## config.mk

```make
export PLATFORM = sky130hd
export DESIGN_NAME = mac_unit
export DESIGN_NICKNAME = d
export VERILOG_FILES = /design/src/rtl/mac_pkg.sv /design/src/rtl/mac_digit_step.sv /design/src/rtl/mac_unit.sv
export SDC_FILE = /design/constraint.sdc
export NUM_CORES = 1
export LEC_CHECK = 0
export CORE_UTILIZATION = 35
export CTS_CLUSTER_SIZE = 10
export DETAILED_ROUTE_END_ITERATION = 8
export PLACE_DENSITY = 0.53
export SKIP_CTS_REPAIR_TIMING = 1
export SYNTH_ARGS = -nofsm -noshare
export SYNTH_HDL_FRONTEND = slang
export SYNTH_SLANG_ARGS = --single-unit
```

## constraint.sdc

```tcl
create_clock -name clk -period 8.1 [get_ports clk]
set_input_delay 2.43 -clock clk [delete_from_list [all_inputs] [get_ports clk]]
set_output_delay 2.43 -clock clk [all_outputs]
set_load 0.05 [all_outputs]
```

## src/rtl/mac_pkg.sv

```systemverilog
// Shared types and constants for the iterative multiply-accumulate unit.
// Holds the FSM state encoding, default widths and derived iteration count.
package mac_pkg;

    typedef enum logic [1:0] {
        IDLE = 2'd0,
        MUL  = 2'd1,
        ACC  = 2'd2
    } mac_state_t;

    localparam int MAC_WIDTH = 32;
    localparam int MAC_DIGIT = 4;
    localparam int ITER      = MAC_WIDTH / MAC_DIGIT;

    // Counter width for n iterations, never narrower than one bit.
    function automatic int cnt_bits(input int n);
        return (n > 1) ? $clog2(n) : 1;
    endfunction

endpackage

```

## src/rtl/mac_digit_step.sv

```systemverilog
// One radix-2^DIGIT multiply step: sum = partial + ((a << DIGIT*k) * digit k of b).
// Ports: partial/a/b operands (WIDTH), k digit index (KW), sum result (WIDTH).
module mac_digit_step #(
    parameter int WIDTH = 32,
    parameter int DIGIT = 4,
    parameter int KW    = 3
) (
    input  logic [WIDTH-1:0] partial,
    input  logic [WIDTH-1:0] a,
    input  logic [WIDTH-1:0] b,
    input  logic [KW-1:0]    k,
    output logic [WIDTH-1:0] sum
);

    logic [DIGIT-1:0] dig;
    logic [WIDTH-1:0] shifted;
    logic [WIDTH-1:0] product;

    assign dig     = b[k*DIGIT +: DIGIT];
    assign shifted = a << (k * DIGIT);
    // Everything is truncated to WIDTH: the result is defined modulo 2^WIDTH.
    assign product = shifted * WIDTH'(dig);
    assign sum     = partial + product;

endmodule

```

## src/rtl/mac_unit.sv

```systemverilog
// Iterative multiply-accumulate unit retiring DIGIT multiplier bits per cycle.
// Ports: clk, rst_n (sync, active-low), mac_start, acc_clr, op_a, op_b,
//        mac_out (accumulator), mac_control_mem (new-result pulse), mac_busy.
module mac_unit
    import mac_pkg::*;
#(
    parameter int WIDTH = MAC_WIDTH,
    parameter int DIGIT = MAC_DIGIT
) (
    input  logic             clk,
    input  logic             rst_n,
    input  logic             mac_start,
    input  logic             acc_clr,
    input  logic [WIDTH-1:0] op_a,
    input  logic [WIDTH-1:0] op_b,
    output logic [WIDTH-1:0] mac_out,
    output logic             mac_control_mem,
    output logic             mac_busy
);

    localparam int STEPS = WIDTH / DIGIT;
    localparam int CW    = cnt_bits(STEPS);

    if (WIDTH % DIGIT != 0) begin : g_bad_digit
        $error("mac_unit: WIDTH must be a multiple of DIGIT");
    end

    mac_state_t       state;
    logic [WIDTH-1:0] a_q;
    logic [WIDTH-1:0] b_q;
    logic [WIDTH-1:0] part;
    logic [WIDTH-1:0] acc;
    logic [WIDTH-1:0] step_sum;
    logic [CW-1:0]    cnt;
    logic             clr_q;

    mac_digit_step #(
        .WIDTH (WIDTH),
        .DIGIT (DIGIT),
        .KW    (CW)
    ) u_step (
        .partial (part),
        .a       (a_q),
        .b       (b_q),
        .k       (cnt),
        .sum     (step_sum)
    );

    assign mac_out = acc;

    always_ff @(posedge clk) begin
        if (!rst_n) begin
            state           <= IDLE;
            a_q             <= '0;
            b_q             <= '0;
            part            <= '0;
            acc             <= '0;
            cnt             <= '0;
            clr_q           <= 1'b0;
            mac_control_mem <= 1'b0;
            mac_busy        <= 1'b0;
        end else begin
            mac_control_mem <= 1'b0;
            unique case (state)
                IDLE: begin
                    if (mac_start) begin
                        a_q      <= op_a;
                        b_q      <= op_b;
                        part     <= '0;
                        cnt      <= '0;
                        clr_q    <= acc_clr;
                        mac_busy <= 1'b1;
                        state    <= MUL;
                    end else if (acc_clr) begin
                        acc <= '0;
                    end
                end
                MUL: begin
                    part <= step_sum;
                    cnt  <= cnt + 1'b1;
                    if (cnt == CW'(STEPS - 1)) begin
                        state <= ACC;
                    end
                end
                ACC: begin
                    // A clear requested with the start replaces the old total.
                    acc             <= clr_q ? part : acc + part;
                    mac_control_mem <= 1'b1;
                    mac_busy        <= 1'b0;
                    state           <= IDLE;
                end
                default: begin
                    state    <= IDLE;
                    mac_busy <= 1'b0;
                end
            endcase
        end
    end

endmodule

```

# Word-level counts from Yosys, hierarchy flattened
# Cells that the tools add are included.
totals:
  register_bits: 136
  latchBits: 0
  ramBits: 0
  romBits: 0
  input_bits: 68
  out_inout_bits: 34
  wordCells: 45
  n_memories: 0
classes:
  n_addsub: 3
  mul: 1
  div_mod_pow: 0
  n_lt_le_gt_ge: 0
  n_eq_ne: 7
  shifts: 2
  n_mux: 14
  n_bitwise: 1
  n_reduce_logical: 8
ops:
  columns: ["cell", "count"]
  rows:
  - ["$mux 32", 4]
  - ["$pmux 32 s2", 2]
  - ["$add 32x32->32", 2]
  - ["$mul 32x4->32", 1]
  - ["$shiftx 32x6->4", 1]
  - ["$shl 32x5->32", 1]
  - ["$ne 2x2->1 const B", 4]
  - ["$reduce_and 2->1", 4]
  - ["$pmux 3 s2", 1]
  - ["$mux 2", 2]
  - ["$pmux 2 s2", 1]
  - ["$reduce_bool 2->1", 2]
  - ["$add 3x1->3 const B", 1]
  - ["$eq 3x3->1 const B", 1]
  - ["$mux 3", 1]
  - ["$reduce_and 3->1", 1]
  - ["$eq 2x1->1 const B", 1]
  - ["$eq 2x2->1 const B", 1]
  - ["$logic_not 2->1", 1]
  - ["$mux 1", 2]
  - ["$pmux 1 s2", 1]
  - ["$not 1->1", 1]

# Depth between registers and ports, before layout
logic_depth:
  ltp_word: 4
  depth_mapped: 24
  ltp_nobuf: 21

# By module
# A second synthesis with hierarchy kept.
hier_totals:
  hier_cells: 1557
  area_unflattened_um2: 12174.2
by_module_without_submodules:
  columns: ["mod", "instances", "cells_per_inst", "area_per_inst_um2", "seq_area_each_um2"]
  rows:
  - ["mac_unit", 1, 838, 6593.8, 2722.6]
  - ["mac_digit_step", 1, 719, 5580.4, 0.0]

# Worst setup path after synthesis
# OpenSTA, ideal clock, no wires.
synth_path:
  path_kind: "register to register"
  from: "reg cnt[1]"
  to: "reg part[31]"
  setup_ns: 0.125
  arrival_time_ns: 5.487
  required_ns: 7.975
  setup_slack_ns: 2.488
  path_stages_with_launch: 25
  n_path_buf: 4
  synth_period_minus_slack_ns: 5.612
  cell_sequence: "dfxtp_1 -> buf_4 -> buf_4 -> buf_2 -> buf_1 -> mux2i_1 -> nor2_1 -> a21oi_1 -> o22a_1 -> nor2_1 -> fa_1 -> fa_1 -> inv_1 -> fa_1 -> inv_1 -> ha_1 -> a21o_1 -> a21o_1 -> a21o_1 -> a2111oi_0 -> nor3_1 -> a221o_1 -> o31ai_2 -> xnor2_1 -> o21ai_1"
synth_via:
  elab_chain_cells: 4
  elab_cells_between_ends: 5
  classes_between: "add/sub (1); mul (1); shift (2); mux (1)"
synth_rtl:
  columns: ["item", "line", "text"]
  rows:
  - ["from (decl)", "mac_unit.sv:34", "logic [CW-1:0] cnt;"]
  - ["from (signal assigned)", "mac_unit.sv:80", "cnt <= cnt + 1'b1;"]
  - ["$shiftx 32x6->4 / $shl 32x5->32 (equally long branches)", "mac_digit_step.sv:19, mac_digit_step.sv:20", null]
  - ["$mul 32x4->32 *", "mac_digit_step.sv:22", "assign product = shifted * WIDTH'(dig);"]
  - ["$add 32x32->32 *", "mac_digit_step.sv:23", "assign sum = partial + product;"]
  - ["$pmux 32 s2 *", "mac_unit.sv:64", "unique case (state)"]
  - ["to (signal assigned)", "mac_unit.sv:79", "part <= step_sum;"]
  - ["to (decl)", "mac_unit.sv:31", "logic [WIDTH-1:0] part;"]
# Mark *: on every way between the ends. The rest lies on a longest branch, timed or not.
# A chain may end at the register's enable or synchronous reset.

# Final worst setup path
layout_path:
  from: "reg cnt[0]"
  to: "reg part[31]"
# Same word-level chain as after synthesis.

==> results.txt <==
The setup violation total in the final timing report came out at 0. For this run the aggregate overflow at the end of global routing stands at 0. The HPWL after detailed placement is ~24,000 um. The clock skew is roughly 0.022 ns. The final-report hold violation count came to 0. The critical path data required time came out at ~8.4 ns.

The depth of the CTS H-tree is 4. The floorplan has 67 rows. The worst setup path is launched from a flop. Buffers placed on the I/O ports in this run total between 100 and 150. The number of cells traversed by the worst hold path is 2.

After layout, the design draws a total of ~0.0020 W. The number of fill cells came out at about 3,500. The worst setup path is captured at a flop.

The startpoint identified for the worst register-to-register timing path is cnt[0]. The clock slew seen by the registers of the worst setup and hold paths is 0.07 ns. After synthesis the cells add up to approximately 12,000 sq um. The path depth of the worst reg2reg path came out at 19. between 100 and 150 I/O pins were placed. The initial cell density of the core is 0.360.

The post-detailed-route count of antenna-violating nets is 0. The number of warnings issued by yosys came out at 0. The min-delay analysis places its worst path in the category reg2reg. The clock latency on the worst-skew pair is approximately 0.44 ns. The max-slew violation count is 0.

The final weighted congestion in routability-driven placement came out at slightly below 0.9. The number of nets at the end of the flow is roughly 1,800. The routed wire length per instance is around 15 um.

The first detailed-routing pass took 5 iterations. Summed over all cells, the static leakage comes to roughly 6.1 nW. The net count after synthesis came out at 1,766. The number of violations of the max-capacitance limit is 0. Entering global routing, the biggest net connects between 70 and 80 pins. The flop and latch count out of synthesis came out at 136. The TritonCTS buffer count came out at 17.

TritonCTS built the clock tree. Of all nets on the critical path, the largest fanout is 42. The setup total negative slack is 0 ns. The area of the multi-input gates is around 8600 sq um.

At the worst endpoint, the arrival time is between 6 and 7 ns. The count of buffering cells on the critical path with inverters included is 3. The worst-case IR drop observed on VDD is roughly 0.14 mV. The peak per-stage delay on the critical path came out at a little over 0.8 ns. The flow ran to the end, and the final reports show no timing, DRC or antenna violations. In this run the clock root is driven by a clkbuf_16. The power per cell area came out at roughly 140 nW/um^2. The average cell area after synthesis came out at 7.90 sq um. The share of final-layout standard cells stronger than drive strength 1 is 0.0518.

The remaining max-slew budget at the tightest pin is 0.323. The die is about 190 um wide. The area growth from synthesis to layout came out at 16.7%.

The worst hold path terminates at b_q[16]. The die outline area is about 36,000 sq um. For this run, the total global-route usage over all layers was measured as 0.183. In this run, distinct cell masters in the synthesized netlist total between 60 and 70.

The setup slack of the worst register-to-register path is 1.79 ns. The number of remaining DRC errors came out at 0. The via count of the first global-routing pass came out at between 10,000 and 15,000.

The critical path goes through buf_4 > mux4_2 > a21oi_1 > nor2_1 > fa_1 > fa_1 > inv_1 > fa_1 > inv_1 > ha_1 > a21o_1 > a21o_1 > a21o_1 > a2111oi_0 > nor3_1 > a221o_1 > o31ai_2 > xnor2_1 > o21ai_1. The slew at the pin closest to its max-slew limit came out at ~1.0 ns. The antenna diode count came out at 0. After the first detailed-routing iteration, the DRC count stood at 480.

The first-pass GRT wire length came out at around 53,000 um. The final route contains ~10,000 vias. The total area inside the core boundary comes to approximately 34,000 sq um. In the finished design, the share of the clock period the worst path needs comes to 0.779. The startpoint identified for the worst hold timing path is b_q[16]. The clock drives approximately 140 sinks. The overall routed net length is 31,200 um.

The average via count per standard cell came out at 4.97. The kind of cell with the highest combined delay on the critical path is compound AO/OA/AOI/OAI gates. Derived from the worst setup path, the maximum achievable clock frequency is roughly 160 MHz.

Setup repair after global routing left no endpoint under its margin. The overall die height came out at roughly 190 um. Counting flops with an async set or reset pin after synthesis yields a share of 0. For this run, the leading register cell type out of synthesis is dfxtp_1. The buffer levels on the longest clock path came out at 2.

The critical path is of the reg2reg type. The sequential cells in the finished layout cover a total of 2730 sq um. The largest individual stage delay along the critical path comes from the cell a21oi_1. The share of the Yosys chip area taken by registers is 0.223. The shortest clock period the worst path allows after layout came out at about 6.3 ns. The number of synthesized flops with an enable pin came out at 0. The initial antenna violation count was 0. After technology mapping, the gate count stands at around 1,500. The endpoint of the lowest-slack register-to-register path is part[31].
## flip-flops by register name, summed over array words and instances, names as in the netlist
register	count
b_q	32
mac_control_mem	1
mac_busy	1
clr_q	1
cnt	3
mac_out	32
state	2
a_q	32
part	32
## cells in the final DEF, fill, tap and decap left out, types with 28 or more instances in the layout
master / netlist / final
a21boi_0: 79 / 79
a21o_1: 31 / 31
a21oi_1: 68 / 68
clkdlybuf4s50_1: 0 / 100
dfxtp_1: 136 / 134
fa_1: 87 / 87
ha_1: 68 / 68
inv_1: 166 / 166
mux2i_1: 32 / 32
nand2_1: 230 / 230
nand3_1: 30 / 30
nor2_1: 157 / 157
nor2b_1: 28 / 28
o21ai_0: 69 / 69
## power by group
group / leakage [nW] / switching [W] / internal (W) / total, W
Clock: 0.299 / 0.000408 / 0.000423 / 0.000831
Combinational: 4.67 / 0.000243 / 0.000165 / 0.000409
Sequential: 1.11 / 0.0000283 / 0.000696 / 0.000725
Total: 6.07 / 0.000680 / 0.00128 / 0.00196
## synth_stat cells, drive strengths merged, types with 7 or more instances
| library cell | instances | area share |
|---|---|---|
| xor2 | 24 | 0.017 |
| nor3 | 17 | 0.0074 |
| and3 | 8 | 0.0041 |
| a21oi | 70 | 0.029 |
| o21a | 15 | 0.0092 |
| nor2 | 157 | 0.048 |
| nand2b | 26 | 0.013 |
| ha | 68 | 0.070 |
| a31oi | 9 | 0.0046 |
| a22oi | 12 | 0.0074 |
| clkbuf | 58 | 0.018 |
| inv | 167 | 0.051 |
| a21o | 31 | 0.019 |
| fa | 87 | 0.14 |
| o31ai | 7 | 0.0047 |
| nor2b | 28 | 0.014 |
| buf | 13 | 0.0051 |
| xnor2 | 26 | 0.019 |
| a21boi | 79 | 0.049 |
| mux2 | 14 | 0.013 |
| o21ai | 77 | 0.032 |
| nand3 | 30 | 0.012 |
| nor3b | 9 | 0.0055 |
| dfxtp | 136 | 0.22 |
| a211oi | 10 | 0.0062 |
| a22o | 11 | 0.0079 |
| mux2i | 32 | 0.026 |
| and2 | 16 | 0.0082 |
| nand2 | 230 | 0.071 |
## layout make-up
type / instances / share of cell area
multi-input combinational: 1168 / 0.602
clock inverter: 15 / 0.0133
tap: 448 / 0.0394
timing repair buffer: 117 / 0.0792
clock buffer: 17 / 0.0299
sequential: 136 / 0.192
inverter: 168 / 0.0444
## routing by layer
metal | share of wire | GRT usage | up-vias
met3 | 0.038 | 0.0291 | 40
met4 | 0.021 | 0.0549 | 0
met2 | 0.41 | 0.270 | 247
met5 | 0 | 0 | -
met1 | 0.53 | 0.270 | 4684
li1 | - | - | 5318
## cell families (layout without fill, tap and decap cells)
group	count (synthesis)	count (layout)	share of synthesized area
simple gates	539	539	0.195
xor+xnor	51	51	0.0378
fa+ha+maj	155	155	0.213
flops	136	136	0.223
buf+inv	239	317	0.0748
compound gates	372	372	0.208
mux	51	51	0.0485
## how the worst max path moves through the flow
stage / from / to / slack [ns] / cells after the start
global placement: cnt[0] / part[31] / 1.91 / 19
detailed placement: cnt[0] / part[31] / 1.81 / 19
finish: cnt[0] / part[31] / 1.79 / 19
global route: cnt[0] / part[30] / 1.37 / 18
floorplan: cnt[1] / part[31] / 2.49 / 24
CTS: cnt[0] / part[31] / 1.79 / 19
## tightest hold or removal path, delay by kind of cell, from the launching register on
| family | cells | cell delay (ns) |
|---|---|---|
| AO/OA/AOI/OAI | 1 | 0.06 |
| flip-flops | 1 | 0.31 |
| AND/OR/NAND/NOR | 1 | 0.05 |
## through the flow
step           instance area, sq um   util  hold slack (ns)  cells  setup WS (ns)
2_1_floorplan                 12200      -            0.440   1543           2.49
3_3_place_gp                  13600  0.402            0.452   2037           1.91
3_5_place_dp                  13600  0.402            0.459   2037           1.81
4_1_cts                       14200  0.420            0.468   2069           1.79
5_1_grt                       14200  0.420            0.491   2069           1.37
6_report                      14200  0.420            0.465   2069           1.79
(Power assumes the default switching activity.)
